<file path="config.mk">
export PLATFORM = sky130hd
export DESIGN_NAME = change_dispenser_ctrl_flat
export DESIGN_NICKNAME = d
export VERILOG_FILES = /design/src/rtl/vend_pkg.sv /design/src/rtl/change_dispenser_ctrl_if.sv /design/src/rtl/coin_tube_counter.sv /design/src/rtl/change_dispenser_ctrl.sv /design/src/flat_wrapper.sv
export SDC_FILE = /design/constraint.sdc
export NUM_CORES = 1
export LEC_CHECK = 0
export ABC_AREA = 1
export BUFFER_PORTS_ARGS = -buffer_cell sky130_fd_sc_hd__clkbuf_2
export CORE_UTILIZATION = 30
export CTS_CLUSTER_SIZE = 14
export DETAILED_ROUTE_END_ITERATION = 10
export GPL_ROUTABILITY_DRIVEN = 0
export SYNTH_ARGS = -nofsm -noshare
export SYNTH_HDL_FRONTEND = slang
export SYNTH_SLANG_ARGS = --single-unit
</file>
<file path="constraint.sdc">
create_clock -name clk -period 8.2 [get_ports clk]
set_input_delay 1.64 -clock clk [delete_from_list [all_inputs] [get_ports clk]]
set_output_delay 1.64 -clock clk [all_outputs]
set_load 0.05 [all_outputs]
</file>
<file path="src/rtl/vend_pkg.sv">
// rtl/vend_pkg.sv - shared vending constants: state encoding, coin values, tube codes
package vend_pkg;

    typedef enum logic [2:0] {
        ST_IDLE     = 3'd0,
        ST_SELECT   = 3'd1,
        ST_EJECT    = 3'd2,
        ST_WAIT_ACK = 3'd3,
        ST_DONE     = 3'd4
    } state_t;

    localparam logic [7:0] COIN_5      = 8'd5;
    localparam logic [7:0] COIN_10     = 8'd10;
    localparam logic [7:0] COIN_20     = 8'd20;
    localparam logic [7:0] MAX_BALANCE = 8'd99;

    // refill_tube codes share the vending core's coin codes; 2'b00 means no coin
    localparam logic [1:0] TUBE_NONE = 2'b00;
    localparam logic [1:0] TUBE_5    = 2'b01;
    localparam logic [1:0] TUBE_10   = 2'b10;
    localparam logic [1:0] TUBE_20   = 2'b11;

    // eject one-hot bit order: [0]=5, [1]=10, [2]=20
    localparam logic [2:0] EJ_5  = 3'b001;
    localparam logic [2:0] EJ_10 = 3'b010;
    localparam logic [2:0] EJ_20 = 3'b100;

    function automatic logic [7:0] coin_value(input logic [2:0] onehot);
        case (onehot)
            EJ_5:    coin_value = COIN_5;
            EJ_10:   coin_value = COIN_10;
            EJ_20:   coin_value = COIN_20;
            default: coin_value = 8'd0;
        endcase
    endfunction

    // a payable amount fits the machine balance and is whole nickels
    function automatic logic req_is_valid(input logic [7:0] amount);
        req_is_valid = (amount <= MAX_BALANCE) && ((amount % COIN_5) == 8'd0);
    endfunction

endpackage

</file>
<file path="src/rtl/change_dispenser_ctrl_if.sv">
// rtl/change_dispenser_ctrl_if.sv - change request/result bus between vending core and dispenser
interface change_dispenser_ctrl_if;
    logic       req_valid;
    logic [7:0] req_amount;
    logic       req_ready;
    logic       done;
    logic       reject;
    logic       fault;
    logic [7:0] paid;
    logic [7:0] shortfall;

    modport master (
        output req_valid, req_amount,
        input  req_ready, done, reject, fault, paid, shortfall
    );

    modport slave (
        input  req_valid, req_amount,
        output req_ready, done, reject, fault, paid, shortfall
    );
endinterface

</file>
<file path="src/rtl/coin_tube_counter.sv">
// rtl/coin_tube_counter.sv - saturating coin inventory counter with decrement and clear
module coin_tube_counter #(
    parameter int DEPTH = 15
) (
    input  logic       clk,
    input  logic       reset,
    input  logic       inc,
    input  logic       dec,
    input  logic       clr,
    output logic [3:0] count
);

    logic [3:0] count_q;
    logic [3:0] count_d;

    // clear wins over decrement; a coin loaded in the clearing cycle still counts
    always_comb begin
        count_d = count_q;
        if (clr) begin
            count_d = inc ? 4'd1 : 4'd0;
        end else if (inc && !dec) begin
            if (count_q < 4'(DEPTH)) begin
                count_d = count_q + 4'd1;
            end
        end else if (dec && !inc) begin
            if (count_q != 4'd0) begin
                count_d = count_q - 4'd1;
            end
        end
    end

    // inventory register
    always_ff @(posedge clk) begin
        if (reset) begin
            count_q <= 4'd0;
        end else begin
            count_q <= count_d;
        end
    end

    assign count = count_q;

endmodule

</file>
<file path="src/rtl/change_dispenser_ctrl.sv">
// rtl/change_dispenser_ctrl.sv - greedy 20/10/5 coin-return sequencer; CHG_DISP_LOW_ALARM_EN adds low_change
module change_dispenser_ctrl
    import vend_pkg::*;
#(
    parameter int TUBE_DEPTH   = 15,
    parameter int PULSE_CYCLES = 4,
    parameter int ACK_TIMEOUT  = 255
) (
    input  logic                    clk,
    input  logic                    reset,
    change_dispenser_ctrl_if.slave  bus,
    input  logic                    refill,
    input  logic [1:0]              refill_tube,
    output logic [2:0]              eject,
    input  logic                    eject_ack,
    output logic [3:0]              cnt5,
    output logic [3:0]              cnt10,
    output logic [3:0]              cnt20,
    output logic [2:0]              state_out
`ifdef CHG_DISP_LOW_ALARM_EN
    ,
    output logic                    low_change
`endif
);

    localparam int PULSE_W = (PULSE_CYCLES > 1) ? $clog2(PULSE_CYCLES) : 1;
    localparam int ACK_W   = (ACK_TIMEOUT > 1) ? $clog2(ACK_TIMEOUT) : 1;

    state_t               state_q, state_d;
    logic [7:0]           remaining_q, remaining_d;
    logic [7:0]           paid_q, paid_d;
    logic [7:0]           shortfall_q, shortfall_d;
    logic                 fault_q, fault_d;
    logic                 reject_q, reject_d;
    logic [2:0]           sel_q, sel_d;
    logic [PULSE_W-1:0]   pulse_q, pulse_d;
    logic [ACK_W-1:0]     ack_cnt_q, ack_cnt_d;

    logic                 ack_hit;
    logic                 ack_timeout;

    // an ack in the last allowed cycle still counts as a delivered coin
    assign ack_hit     = (state_q == ST_WAIT_ACK) && eject_ack;
    assign ack_timeout = (state_q == ST_WAIT_ACK) && !eject_ack &&
                         (ack_cnt_q == ACK_W'(ACK_TIMEOUT - 1));

    // next-state and datapath updates for the dispense sequence
    always_comb begin
        state_d     = state_q;
        remaining_d = remaining_q;
        paid_d      = paid_q;
        shortfall_d = shortfall_q;
        fault_d     = fault_q;
        reject_d    = reject_q;
        sel_d       = sel_q;
        pulse_d     = pulse_q;
        ack_cnt_d   = ack_cnt_q;
        case (state_q)
            ST_IDLE: begin
                if (bus.req_valid) begin
                    paid_d  = 8'd0;
                    fault_d = 1'b0;
                    if (req_is_valid(bus.req_amount)) begin
                        remaining_d = bus.req_amount;
                        shortfall_d = 8'd0;
                        reject_d    = 1'b0;
                        state_d     = ST_SELECT;
                    end else begin
                        remaining_d = 8'd0;
                        shortfall_d = bus.req_amount;
                        reject_d    = 1'b1;
                        state_d     = ST_DONE;
                    end
                end
            end
            ST_SELECT: begin
                pulse_d = '0;
                if (remaining_q >= COIN_20 && cnt20 != 4'd0) begin
                    sel_d   = EJ_20;
                    state_d = ST_EJECT;
                end else if (remaining_q >= COIN_10 && cnt10 != 4'd0) begin
                    sel_d   = EJ_10;
                    state_d = ST_EJECT;
                end else if (remaining_q >= COIN_5 && cnt5 != 4'd0) begin
                    sel_d   = EJ_5;
                    state_d = ST_EJECT;
                end else begin
                    // zero when fully paid, otherwise what the tubes could not cover
                    shortfall_d = remaining_q;
                    state_d     = ST_DONE;
                end
            end
            ST_EJECT: begin
                if (pulse_q == PULSE_W'(PULSE_CYCLES - 1)) begin
                    ack_cnt_d = '0;
                    state_d   = ST_WAIT_ACK;
                end else begin
                    pulse_d = pulse_q + PULSE_W'(1);
                end
            end
            ST_WAIT_ACK: begin
                if (ack_hit) begin
                    remaining_d = remaining_q - coin_value(sel_q);
                    paid_d      = paid_q + coin_value(sel_q);
                    state_d     = ST_SELECT;
                end else if (ack_timeout) begin
                    fault_d     = 1'b1;
                    shortfall_d = remaining_q;
                    state_d     = ST_DONE;
                end else begin
                    ack_cnt_d = ack_cnt_q + ACK_W'(1);
                end
            end
            ST_DONE: begin
                state_d = ST_IDLE;
            end
            default: begin
                state_d = ST_IDLE;
            end
        endcase
    end

    // controller state and transaction result registers
    always_ff @(posedge clk) begin
        if (reset) begin
            state_q     <= ST_IDLE;
            remaining_q <= 8'd0;
            paid_q      <= 8'd0;
            shortfall_q <= 8'd0;
            fault_q     <= 1'b0;
            reject_q    <= 1'b0;
            sel_q       <= 3'd0;
            pulse_q     <= '0;
            ack_cnt_q   <= '0;
        end else begin
            state_q     <= state_d;
            remaining_q <= remaining_d;
            paid_q      <= paid_d;
            shortfall_q <= shortfall_d;
            fault_q     <= fault_d;
            reject_q    <= reject_d;
            sel_q       <= sel_d;
            pulse_q     <= pulse_d;
            ack_cnt_q   <= ack_cnt_d;
        end
    end

    coin_tube_counter #(.DEPTH(TUBE_DEPTH)) u_tube_5 (
        .clk   (clk),
        .reset (reset),
        .inc   (refill && refill_tube == TUBE_5),
        .dec   (ack_hit && sel_q[0]),
        .clr   (ack_timeout && sel_q[0]),
        .count (cnt5)
    );

    coin_tube_counter #(.DEPTH(TUBE_DEPTH)) u_tube_10 (
        .clk   (clk),
        .reset (reset),
        .inc   (refill && refill_tube == TUBE_10),
        .dec   (ack_hit && sel_q[1]),
        .clr   (ack_timeout && sel_q[1]),
        .count (cnt10)
    );

    coin_tube_counter #(.DEPTH(TUBE_DEPTH)) u_tube_20 (
        .clk   (clk),
        .reset (reset),
        .inc   (refill && refill_tube == TUBE_20),
        .dec   (ack_hit && sel_q[2]),
        .clr   (ack_timeout && sel_q[2]),
        .count (cnt20)
    );

    assign bus.req_ready = (state_q == ST_IDLE);
    assign bus.done      = (state_q == ST_DONE);
    assign bus.reject    = (state_q == ST_DONE) && reject_q;
    assign bus.fault     = fault_q;
    assign bus.paid      = paid_q;
    assign bus.shortfall = shortfall_q;
    assign eject         = (state_q == ST_EJECT) ? sel_q : 3'd0;
    assign state_out     = state_q;

`ifdef CHG_DISP_LOW_ALARM_EN
    logic low_change_q, low_change_d;

    // warn the operator once any tube is nearly empty
    always_comb begin
        low_change_d = (cnt5 <= 4'd1) || (cnt10 <= 4'd1) || (cnt20 <= 4'd1);
    end

    // registered alarm
    always_ff @(posedge clk) begin
        if (reset) begin
            low_change_q <= 1'b0;
        end else begin
            low_change_q <= low_change_d;
        end
    end

    assign low_change = low_change_q;
`endif

endmodule

</file>
<file path="src/flat_wrapper.sv">
// flat-port wrapper written by rule: the top's interface ports become plain ports
module change_dispenser_ctrl_flat import vend_pkg::*;
#(
    parameter int TUBE_DEPTH   = 15,
    parameter int PULSE_CYCLES = 4,
    parameter int ACK_TIMEOUT  = 255
)
  (clk, reset, refill, refill_tube, eject, eject_ack, cnt5, cnt10, cnt20, state_out, bus_req_valid, bus_req_amount, bus_req_ready, bus_done, bus_reject, bus_fault, bus_paid, bus_shortfall);
  change_dispenser_ctrl_if bus_i ();
  input  logic clk;
  input  logic reset;
  input  logic refill;
  input  logic [1:0] refill_tube;
  output logic [2:0] eject;
  input  logic eject_ack;
  output logic [3:0] cnt5;
  output logic [3:0] cnt10;
  output logic [3:0] cnt20;
  output logic [2:0] state_out;
  input wire logic [$bits(bus_i.req_valid)-1:0] bus_req_valid;
  input wire logic [$bits(bus_i.req_amount)-1:0] bus_req_amount;
  output wire logic [$bits(bus_i.req_ready)-1:0] bus_req_ready;
  output wire logic [$bits(bus_i.done)-1:0] bus_done;
  output wire logic [$bits(bus_i.reject)-1:0] bus_reject;
  output wire logic [$bits(bus_i.fault)-1:0] bus_fault;
  output wire logic [$bits(bus_i.paid)-1:0] bus_paid;
  output wire logic [$bits(bus_i.shortfall)-1:0] bus_shortfall;
  assign bus_i.req_valid = bus_req_valid;
  assign bus_i.req_amount = bus_req_amount;
  assign bus_req_ready = bus_i.req_ready;
  assign bus_done = bus_i.done;
  assign bus_reject = bus_i.reject;
  assign bus_fault = bus_i.fault;
  assign bus_paid = bus_i.paid;
  assign bus_shortfall = bus_i.shortfall;
  change_dispenser_ctrl #(.TUBE_DEPTH(TUBE_DEPTH), .PULSE_CYCLES(PULSE_CYCLES), .ACK_TIMEOUT(ACK_TIMEOUT)) u_core (.clk(clk), .reset(reset), .bus(bus_i), .refill(refill), .refill_tube(refill_tube), .eject(eject), .eject_ack(eject_ack), .cnt5(cnt5), .cnt10(cnt10), .cnt20(cnt20), .state_out(state_out));
endmodule
</file>
---- Yosys cells after proc, flatten, opt, wreduce, memory -nomap -nowiden ----
Cells that the tools add are included.
word-level totals
  output and inout port bits .............. 38
  memories kept ........................... 0
  memory bits (writable) .................. 0
  ROM bits ................................ 0
  latch bits .............................. 0
  input bits .............................. 15
  register bits ........................... 54
  logic and storage cells ................. 173
operators by class
  equal/unequal tests ..................... 26
  add/subtract/negate cells ............... 10
  reduce and logical (&&, ||, !) cells .... 57
  multipliers ............................. 0
  multiplexer cells ....................... 60
  order comparisons ....................... 7
  divide/modulo/power cells ............... 1
  bitwise gates (word level) .............. 0
  shift-type cells ........................ 0
operator list
  cell                                                  count
  two-way mux 8 bit                                     17
  two-way mux 4 bit                                     15
  one-hot mux 8 bit (2 select lines)                    3
  two-way mux 3 bit                                     12
  one-hot mux 8 bit (3 select lines)                    1
  nonzero test 3 bit                                    8
  logical AND 1 bit                                     23
  one-hot mux 5 bit (3 select lines)                    1
  AND reduction 3 bit                                   5
  != test 2 bit (second input constant)                 7
  adder 4 x 1 -> 4 bit (second input constant)          3
  less-than comparator 4 bit (second input constant)    3
  one-hot mux 3 bit (4 select lines)                    1
  nonzero test 4 bit                                    3
  subtractor 4 x 1 -> 4 bit (second input constant)     3
  equality test 3 x 2 -> 1 bit (second input constant)  3
  != test 3 x 2 -> 1 bit (second input constant)        3
  adder 8 x 1 -> 8 bit (second input constant)          1
  adder 8 bit                                           1
  equality test 8 bit (second input constant)           1
  >= comparator 8 x 3 -> 1 bit (second input constant)  1
  >= comparator 8 x 4 -> 1 bit (second input constant)  1
  >= comparator 8 x 5 -> 1 bit (second input constant)  1
  <= comparator 8 x 7 -> 1 bit (second input constant)  1
  20 further kinds                                      43

---- Depth between registers and ports, before layout ----
Gate-level depths: netlist of the first run.
  depth in word-level cells ............... 7
  mapped depth ............................ 31

---- Cells and area by module ----
Synthesis of the first run repeated with hierarchy kept, for this count alone.
second synthesis, totals
  cells, all modules ...................... 639
  area total of the unflattened synthesis .. 4284.1 sq um
modules (own cells, without submodules)
  module                 times used  cells an instance  sequential area each (sq um)  area an instance (sq um)
  change_dispenser_ctrl  1           444                840.8                         3041.7
  coin_tube_counter      3           65                 80.1                          414.1

---- Least setup slack after synthesis of the first run ----
No wires, ideal clock.
  kind .................................... register to output
  start point ............................. register u_core.state_q[2], in the netlist u_core.state_out[2]
  end point ............................... output bus_reject
  path slack .............................. 4.022 ns
  buffers on the path ..................... 0
  stages on the path, launching flop included .. 3
  arrival ................................. 2.538 ns
  cell sequence ........................... dfxtp_1 -> nor3b_1 -> and2_1
on the way
  longest elaborated chain between the ends .. 2
RTL lines
  what                    RTL line                      RTL
  start, declared         change_dispenser_ctrl.sv:29   state_t state_q, state_d;
  start signal, assigned  change_dispenser_ctrl.sv:136  state_q <= state_d;
  equality test 3 bit     n/a
  net bus_done            flat_wrapper.sv:23            output wire logic [$bits(bus_i.done)-1:0] bus_done;
  logical AND 1 bit       change_dispenser_ctrl.sv:177  assign bus.reject = (state_q == ST_DONE) && reject_q;
  end, declared           flat_wrapper.sv:24            output wire logic [$bits(bus_i.reject)-1:0] bus_reject;
The timed path passes the listed nets, and every way through them passes these cells.

---- Worst setup path after layout of the first run ----
  start point ............................. input bus_req_amount[5]
  end point ............................... register u_core.remaining_q[1]
on the way
  longest elaborated chain between the ends .. 6
  elaborated cells on any way between the ends .. 7
  classes of those cells .................. 1 x div; 1 x order compare; 3 x mux; 2 x reduce/logical
RTL lines
  what                                    RTL line                      RTL
  start, declared                         flat_wrapper.sv:21            input wire logic [$bits(bus_i.req_amount)-1:0] bus_req_amount;
  remainder unit 8 x 3 -> 8 bit           vend_pkg.sv:39                req_is_valid = (amount <= MAX_BALANCE) && ((amount % COIN_5) == 8'd0);
  zero test 8 bit                         vend_pkg.sv:39
  logical AND 1 bit (*)                   vend_pkg.sv:39
  two-way mux 8 bit (*)                   change_dispenser_ctrl.sv:63   if (req_is_valid(bus.req_amount)) begin
  two-way mux 8 bit (*)                   change_dispenser_ctrl.sv:60   if (bus.req_valid) begin
  one-hot mux 8 bit (2 select lines) (*)  change_dispenser_ctrl.sv:58   case (state_q)
  end signal, assigned                    change_dispenser_ctrl.sv:137  remaining_q <= remaining_d;
  end, declared                           change_dispenser_ctrl.sv:30   logic [7:0] remaining_q, remaining_d;
Every way passes the cells marked *; elsewhere a longest branch is shown, timed or not. The select of a mux whose other input is x is not followed.
A chain may end at the register's enable or synchronous reset.

==> flow_metrics.py, run 1 <==
metrics = {
    "run_status": {
        "status": "completed",
    },
    "critical_path": {
        "worstPathRequired_ps": 8430,
        "cp_max_fo": 10,
        "worst_path_max_delay_cell": "nor2_1",
        "max_stage_delay_ps": 220,
        "endpoint_kind": "flop",
        "worstPathArrival_ps": 4600,
        "cp-start-kind": "primary input",
        "crit_type": "primary input to flop",
        "cpMostUsedCell": "nand2_1",
    },
    "routing": {
        "top_layer_used": "met4",
        "wl_met2_mm": 4.51,
        "drtPass1Iterations": 5,
        "drtIter0Drc": 197,
        "wl_per_cell_um": 12.1,
        "drt-vias-per-instance": 4.80,
        "wl_mm": 9.72,
        "ant_nets": 0,
        "dr_wl_met3_um": 428,
        "num_vias": 3837,
        "wl_met1_mm": 4.65,
        "post-route-drc-count": 0,
    },
    "clock_network": {
        "cts_tree": "built",
        "numCtsBuffers": 5,
        "postCtsSetupRepairBufs": 0,
        "htree_levels": 2,
        "clockRootBuffer": "clkbuf_16",
        "cts_buffer_depth": 2,
        "path_clk_slew_ps": 70,
        "hold_buffers": 0,
        "clk_latency_ps": 300,
        "ctsResizeCount": 0,
        "clkSinkCount": 54,
    },
    "floorplanning": {
        "io_pins": 53,
        "dieHeight_um": 115,
        "start_util_pct": 31.2,
        "core-area_sq_mm": 0.0122,
        "rows": 40,
        "die_area_sq_mm": 0.0132,
        "die_x_um": 115,
    },
    "yosys": {
        "synth_ff_type": "dfxtp_1",
        "syn_inst": 577,
        "syn-num-nets": 618,
        "syn-mean-instance-area_sq_um": 6.61,
        "yosysWarnings": 0,
        "ys_seq_area_share_pct": 28.3,
        "synthArstFlopShare_pct": 0,
        "synth_edf_count": 0,
        "synth_area_sq_mm": 0.00381,
        "yosys.cell_types.count": 42,
        "synth-seq-cells": 54,
    },
    "final_layout": {
        "final_cell_area_sq_mm": 0.00441,
        "diodes": 0,
        "multiInputGateArea_sq_mm": 0.00237,
        "drive_gt1_share_pct": 14.7,
        "layout.nets": 672,
        "layout_common_cells": "nand2_1 (98), inv_1 (84), nor2_1 (74)",
        "fill_cells": 1364,
        "seq_area_sq_mm": 0.00108,
        "area_growth_syn_to_layout_pct": 15.7,
        "final_common_cell": "nand2_1",
    },
    "timing": {
        "setup_ws_ps": 3830,
        "max_freq_mhz": 229,
        "rsz0062_at_grt": "false",
        "slew_headroom_pct": 35.9,
        "fin_crit_sh_pct": 53.3,
        "finalMaxSlewViolations": 0,
        "setup_viol": 0,
        "clock_skew_ps": 7.08,
        "whs_ps": 454,
        "period_minus_slack_ps": 4370,
        "setup_tns_ps": 0,
        "max_slew.worst_pin.slew_ps": 954,
        "hold_violations": 0,
    },
    "pwr": {
        "peakVddDrop_mv": 0.0986,
        "power_leakage_nw": 2.07,
        "p_per_area_mw_per_mm2": 172,
    },
    "worst_hold_path": {
        "hp-class": "flop to flop",
    },
    "placed_design": {
        "postPlaceCellArea_sq_mm": 0.00427,
        "pre_cts_slack_ps": 3520,
        "dp_hpwl_mm": 7.69,
        "port_buffers": 52,
    },
    "run": {
        "maxCapViolations": 0,
    },
    "grt": {
        "grt_pass1_wl_mm": 16.3,
        "overflow": 0,
        "grt_max_degree": 22,
        "antenna_found_initial": 0,
        "grt_pass1_vias": 3594,
        "grt_usage_pct": 15.3,
    },
}
## through the flow
stage               std cells  util, %  total power, mW
detailed placement        792     34.9            0.548
finish                    800     36.1            0.758
floorplan                 577        -            0.492
CTS                       800     36.1            0.763
global route              800     36.1            0.803
global placement          792     34.9            0.541
## critical path, delay by kind of cell
kind                     cells  cell delay (ps)
adder cells (fa/ha/maj)      1              180
AND/OR/NAND/NOR             20             2180
buffers and inverters        5              470
AO/OA/AOI/OAI                1              110
## area by class of cell
| class | instances | area share, % |
|---|---|---|
| clock buffers | 6 | 2.92 |
| well taps | 168 | 4.76 |
| flip-flops and latches | 54 | 24.5 |
| repair buffers | 52 | 5.90 |
| clock inverters | 2 | 0.397 |
| multi-input cells | 426 | 53.7 |
| inverters | 92 | 7.83 |
## report_power, final
part / leakage (nW) / switching [mW] / internal [mW]
logic: 1.56 / 0.176 / 0.0725
clock network: 0.0714 / 0.100 / 0.115
registers: 0.440 / 0.0156 / 0.278
## cells in the mapped netlist (2+ instances only)
cell type | instances | share of area [%]
o22ai_1 | 3 | 0.49
nor3b_1 | 3 | 0.59
inv_1 | 84 | 8.3
nor4_1 | 3 | 0.49
a21oi_1 | 63 | 8.3
nand3b_1 | 3 | 0.59
clkinv_1 | 3 | 0.30
o21ai_1 | 2 | 0.26
nand2_4 | 6 | 1.8
o21bai_1 | 2 | 0.39
a211oi_1 | 4 | 0.79
a31oi_1 | 4 | 0.66
fa_1 | 5 | 2.6
nand3_2 | 3 | 0.79
nand3_1 | 38 | 5.0
nand2_2 | 8 | 1.3
nor3_1 | 15 | 2.0
or2_2 | 3 | 0.49
nand4_1 | 9 | 1.5
xnor2_1 | 2 | 0.46
xor2_1 | 6 | 1.4
ha_1 | 21 | 6.9
o21ai_0 | 33 | 4.3
clkbuf_1 | 5 | 0.49
a21oi_2 | 4 | 0.92
inv_2 | 5 | 0.49
nand2_1 | 98 | 9.6
dfxtp_1 | 54 | 28
nor2_4 | 2 | 0.59
nor2_1 | 74 | 7.3
## per-layer routing
layer	vias to the layer above	global-route usage, %
met1	1730	19.6
met4	0	4.68
met3	10	2.37
met5	-	0
li1	2008	-
met2	89	26.5
## flip-flops by register name (all words and copies together) (netlist names), 2 cells and up
name,flops
u_core.u_tube_10.count,4
u_core.u_tube_20.count,4
u_core.sel_q,3
u_core.ack_cnt_q,8
u_core.bus.shortfall,8
u_core.u_tube_5.count,4
u_core.state_out,3
u_core.remaining_q,8
u_core.pulse_q,2
u_core.bus.paid,8
## cells by family (layout without fill, tap and decap cells)
logic type,count (synthesis),count (layout),synth area share [%]
AND/OR/NAND/NOR,272,272,33.6
AO/OA/AOI/OAI,120,120,17.2
buffers and inverters,97,152,9.55
flip-flops,54,54,28.3
adder cells (fa/ha/maj),26,26,9.51
XOR/XNOR,8,8,1.84
## worst paths after layout
path                  startpoint  depth (start not counted)                   endpoint  slack (ps)
max            bus_req_amount[5]                         27      u_core.remaining_q[1]        3830
min          u_core.ack_cnt_q[7]                          1        u_core.ack_cnt_q[7]         450
max reg2reg  u_core.state_out[1]                         17  u_core.u_tube_20.count[3]        4630
min reg2reg  u_core.ack_cnt_q[7]                          1        u_core.ack_cnt_q[7]         450
No activity file was read; power rests on OpenSTA's default activity.
==> run 2, diff against run 1 <==
- clock period: 8.2 -> 3.65 ns (I/O delays scaled with it)
==> flow_metrics.py, run 2 (synthesis results as in run 1) <==
metrics = {
    "grt": {
        "grt_pass1_vias": 3664,
        "grt_pass1_wl_mm": 16.8,
        "antenna_found_initial": 0,
        "grt_max_degree": 22,
        "grt_usage_pct": 15.9,
        "overflow": 0,
    },
    "floorplanning": {
        "core-area_sq_mm": 0.0122,
        "io_pins": 53,
        "start_util_pct": 31.2,
        "dieHeight_um": 115,
        "die_x_um": 115,
        "die_area_sq_mm": 0.0132,
        "rows": 40,
    },
    "final_layout": {
        "drive_gt1_share_pct": 16.4,
        "layout_common_cells": "nand2_1 (97), inv_1 (84), nor2_1 (73)",
        "area_growth_syn_to_layout_pct": 17.5,
        "final_cell_area_sq_mm": 0.00448,
        "multiInputGateArea_sq_mm": 0.00238,
        "seq_area_sq_mm": 0.00108,
        "final_util_pct": 36.7,
        "layout.nets": 680,
        "fill_cells": 1341,
        "diodes": 0,
        "final_common_cell": "nand2_1",
    },
    "clock_network": {
        "numCtsBuffers": 5,
        "clockRootBuffer": "clkbuf_16",
        "cts_buffer_depth": 2,
        "clk_latency_ps": 300,
        "path_clk_slew_ps": 70,
        "htree_levels": 2,
        "cts_tree": "built",
        "postCtsSetupRepairBufs": 0,
        "clkSinkCount": 54,
    },
    "routing": {
        "drt-vias-per-instance": 4.80,
        "drtPass1Iterations": 4,
        "ant_nets": 0,
        "num_vias": 3879,
        "dr_wl_met3_um": 393,
        "post-route-drc-count": 0,
        "wl_mm": 9.95,
        "drtIter0Drc": 200,
        "wl_met2_mm": 4.69,
        "wl_per_cell_um": 12.3,
        "top_layer_used": "met4",
        "wl_met1_mm": 4.71,
    },
    "worst_hold_path": {
        "whs_path_depth": 1,
        "hp-class": "flop to flop",
        "holdPathEnd": "u_core.ack_cnt_q[7]",
        "min_from": "u_core.ack_cnt_q[7]",
    },
    "critical_path": {
        "worst_path_max_delay_cell": "clkbuf_2",
        "endpoint_kind": "flop",
        "max_stage_delay_ps": 170,
        "cp-start-kind": "primary input",
        "worstReg2RegEnd": "u_core.u_tube_20.count[3]",
        "cp_max_fo": 7,
        "r2r_cells": 17,
        "r2r_slack_ps": 820,
        "worstPathArrival_ps": 3580,
        "crit_type": "primary input to flop",
        "rr_startpoint": "u_core.state_out[1]",
        "cpMostUsedCell": "nand2_1",
        "worstPathRequired_ps": 3880,
    },
    "placed_design": {
        "port_buffers": 52,
        "dp_hpwl_mm": 7.86,
        "postPlaceCellArea_sq_mm": 0.00432,
    },
    "pwr": {
        "power_leakage_nw": 2.11,
        "peakVddDrop_mv": 0.212,
        "p_total_mw": 1.73,
        "power_frac_clock_pct": 28.5,
        "power.internal_mw": 1.05,
        "p_per_area_mw_per_mm2": 385,
        "swShare_pct": 39.1,
        "switching_power_uw": 675,
        "pwr-share-comb_pct": 33.3,
        "p_seq_share_pct": 38.2,
    },
    "timing": {
        "setup_viol": 0,
        "period_minus_slack_ps": 3350,
        "hold_violations": 0,
        "fin_crit_sh_pct": 91.9,
        "finalMaxSlewViolations": 0,
        "clock_skew_ps": 5.34,
        "slew_headroom_pct": 57.4,
        "rsz0062_at_grt": "false",
        "max_slew.worst_pin.slew_ps": 638,
        "max_freq_mhz": 298,
    },
    "run": {
        "maxCapViolations": 0,
    },
    "run_status": {
        "status": "completed",
    },
}
-- run 2: cell type report --
| class | count | area share, % |
|---|---|---|
| clock buffers | 5 | 2.79 |
| clock inverters | 3 | 0.475 |
| inverters | 92 | 7.71 |
| multi-input cells | 427 | 53.2 |
| flip-flops and latches | 54 | 24.1 |
| well taps | 168 | 4.69 |
| repair buffers | 59 | 6.98 |
-- run 2: timing repair --
| action | in CTS | in global routing |
|---|---|---|
| gates resized for setup | 0 | 3 |
| hold buffers | 0 | 0 |
| setup endpoints to repair | 0 | 8 |
-- run 2: worst max-delay path by stage --
stage / start / endpoint / slack (ps) / depth (start not counted)
floorplan: u_core.state_out[2] / bus_reject / 380 / 2
global placement: bus_req_amount[5] / u_core.remaining_q[5] / 120 / 27
detailed placement: bus_req_amount[5] / u_core.remaining_q[1] / -80 / 27
CTS: bus_req_amount[5] / u_core.remaining_q[1] / 230 / 27
global route: bus_req_amount[7] / u_core.remaining_q[1] / 10 / 30
finish: bus_req_amount[7] / u_core.remaining_q[1] / 300 / 30
-- run 2: critical path, delay by kind of cell --
kind,cells,cell delay [ps]
adder cells (fa/ha/maj),1,170
buffers and inverters,4,380
AND/OR/NAND/NOR,24,2160
AO/OA/AOI/OAI,1,110
-- run 2: stage by stage --
stage                     worst slack, ps  TNS [ps]  hold slack [ps]  cells
after global routing                 14.5         0              482    808
after detailed placement            -78.6      -523              439    799
after global placement                116         0              433    799
final                                 296         0              446    808
after CTS                             231         0              450    807
after floorplan                       382         0              422    577
-- run 2: layer usage --
layer	global-route usage (%)	vias up
met5	0	-
met4	4.94	0
met3	2.90	13
met2	27.8	86
met1	19.7	1759
li1	-	2021
-- run 2: power by group through the flow --
stage,registers [mW],logic (mW),clock network (mW)
3_3_place_gp,0.673,0.550,0
4_1_cts,0.660,0.566,0.504
6_report,0.659,0.574,0.492
3_5_place_dp,0.674,0.564,0
5_1_grt,0.666,0.637,0.527
2_1_floorplan,0.757,0.348,0
==> run 3, diff against run 2 <==
- RECOVER_POWER: default -> 25
- SKIP_CTS_REPAIR_TIMING: default -> 1
==> flow_metrics.py, run 3 (synthesis results as in run 1) <==
metrics = {
    "run_status": {
        "status": "completed",
    },
    "grt": {
        "grtUsageMet1_pct": 19.7,
        "global_route.usage.met3_pct": 2.90,
        "grt_pass1_vias": 3664,
        "antenna_found_initial": 0,
        "grt_max_degree": 22,
        "globalRouteMet2Util_pct": 27.8,
        "grt_pass1_wl_mm": 16.8,
        "grt_usage_pct": 15.9,
        "grt_busiest_layer": "met2",
        "overflow": 0,
    },
    "pwr": {
        "pwr-share-comb_pct": 33.0,
        "switching_power_uw": 674,
        "power_frac_clock_pct": 28.6,
        "peakVddDrop_mv": 0.208,
        "power.internal_mw": 1.04,
        "p_seq_share_pct": 38.4,
        "p_per_area_mw_per_mm2": 386,
        "swShare_pct": 39.2,
        "power_leakage_nw": 2.03,
    },
    "timing": {
        "rsz0062_at_grt": "false",
        "clock_skew_ps": 6.11,
        "setup_tns_ps": 0,
        "slew_headroom_pct": 57.0,
        "setup_viol": 0,
        "finalMaxSlewViolations": 0,
        "fin_crit_sh_pct": 92.0,
        "max_freq_mhz": 298,
        "period_minus_slack_ps": 3360,
        "hold_violations": 0,
        "max_slew.worst_pin.slew_ps": 648,
    },
    "critical_path": {
        "endpoint_kind": "flop",
        "worstPathArrival_ps": 3590,
        "cp-start-kind": "primary input",
        "r2r_cells": 17,
        "worstReg2RegEnd": "u_core.u_tube_20.count[3]",
        "crit_type": "primary input to flop",
        "r2r_slack_ps": 800,
        "cp_max_fo": 6,
        "rr_startpoint": "u_core.state_out[1]",
        "crit_start": "bus_req_amount[5]",
        "max_stage_delay_ps": 170,
        "worstPathRequired_ps": 3880,
        "worst_path_max_delay_cell": "ha_1",
    },
    "floorplanning": {
        "start_util_pct": 31.2,
        "die_area_sq_mm": 0.0132,
        "core-area_sq_mm": 0.0122,
        "io_pins": 53,
        "dieHeight_um": 115,
        "die_x_um": 115,
        "rows": 40,
    },
    "worst_hold_path": {
        "whs_path_depth": 1,
        "hp-class": "flop to flop",
        "holdPathEnd": "u_core.ack_cnt_q[7]",
        "min_from": "u_core.ack_cnt_q[7]",
    },
    "placed_design": {
        "port_buffers": 52,
        "postPlaceCellArea_sq_mm": 0.00432,
        "dp_hpwl_mm": 7.86,
    },
    "final_layout": {
        "layout.nets": 680,
        "area_growth_syn_to_layout_pct": 16.7,
        "final_common_cell": "nand2_1",
        "layout_common_cells": "nand2_1 (97), inv_1 (84), nor2_1 (73)",
        "fill_cells": 1350,
        "final_util_pct": 36.5,
        "diodes": 0,
        "final_cell_area_sq_mm": 0.00445,
        "drive_gt1_share_pct": 12.8,
    },
    "clock_network": {
        "cts_tree": "built",
        "clk_latency_ps": 300,
        "numCtsBuffers": 5,
        "clkSinkCount": 54,
        "htree_levels": 2,
        "path_clk_slew_ps": 70,
        "cts_buffer_depth": 2,
        "clockRootBuffer": "clkbuf_16",
    },
    "routing": {
        "wl_per_cell_um": 12.3,
        "drtPass1Iterations": 7,
        "num_vias": 3919,
        "drt-vias-per-instance": 4.85,
        "post-route-drc-count": 0,
        "ant_nets": 0,
        "wl_mm": 9.96,
        "drtIter0Drc": 196,
    },
    "run": {
        "maxCapViolations": 0,
    },
}
## run 3: how the worst max path moves through the flow
stage | slack (ps) | to
after floorplan | 380 | bus_reject
after global placement | 120 | u_core.remaining_q[5]
after detailed placement | -80 | u_core.remaining_q[1]
after CTS | 230 | u_core.remaining_q[1]
after global routing | 10 | u_core.remaining_q[1]
final | 290 | u_core.remaining_q[1]
## run 3: metrics by stage
stage	hold WS, ps	power, mW	instances	setup WS [ps]
2_1_floorplan	422	1.10	577	382
3_3_place_gp	433	1.22	799	116
3_5_place_dp	439	1.24	799	-78.6
4_1_cts	450	1.73	807	231
5_1_grt	482	1.82	808	14.5
6_report	447	1.72	808	291
## run 3: power groups by stage
stage / Clock (mW) / Combinational, mW / Sequential, mW
after floorplan: 0 / 0.348 / 0.757
after CTS: 0.504 / 0.566 / 0.660
final: 0.492 / 0.568 / 0.659
after global placement: 0 / 0.550 / 0.673
after detailed placement: 0 / 0.564 / 0.674
after global routing: 0.527 / 0.632 / 0.665
## run 3: metal layers
metal  share of wire [%]  vias up  routed length, um
li1                    -     2025                  -
met1                  47     1784               4670
met2                  47       97               4700
met3                 4.4       13                435
met4                 1.5        0                150
met5                   0        -                  0
## run 3: worst max-delay path: cells and delay by family
family / cells / cell delay (ps)
simple gates: 21 / 2000
buf+inv: 6 / 530
fa+ha+maj: 1 / 170
compound gates: 1 / 110
## run 3: layout make-up
type	instances	area, sq um	share of cell area, %
flip-flops and latches	54	1080	24.3
clock inverters	3	21.3	0.478
repair buffers	59	284	6.38
multi-input cells	427	2380	53.6
clock buffers	5	125	2.81
inverters	92	345	7.76
well taps	168	210	4.72
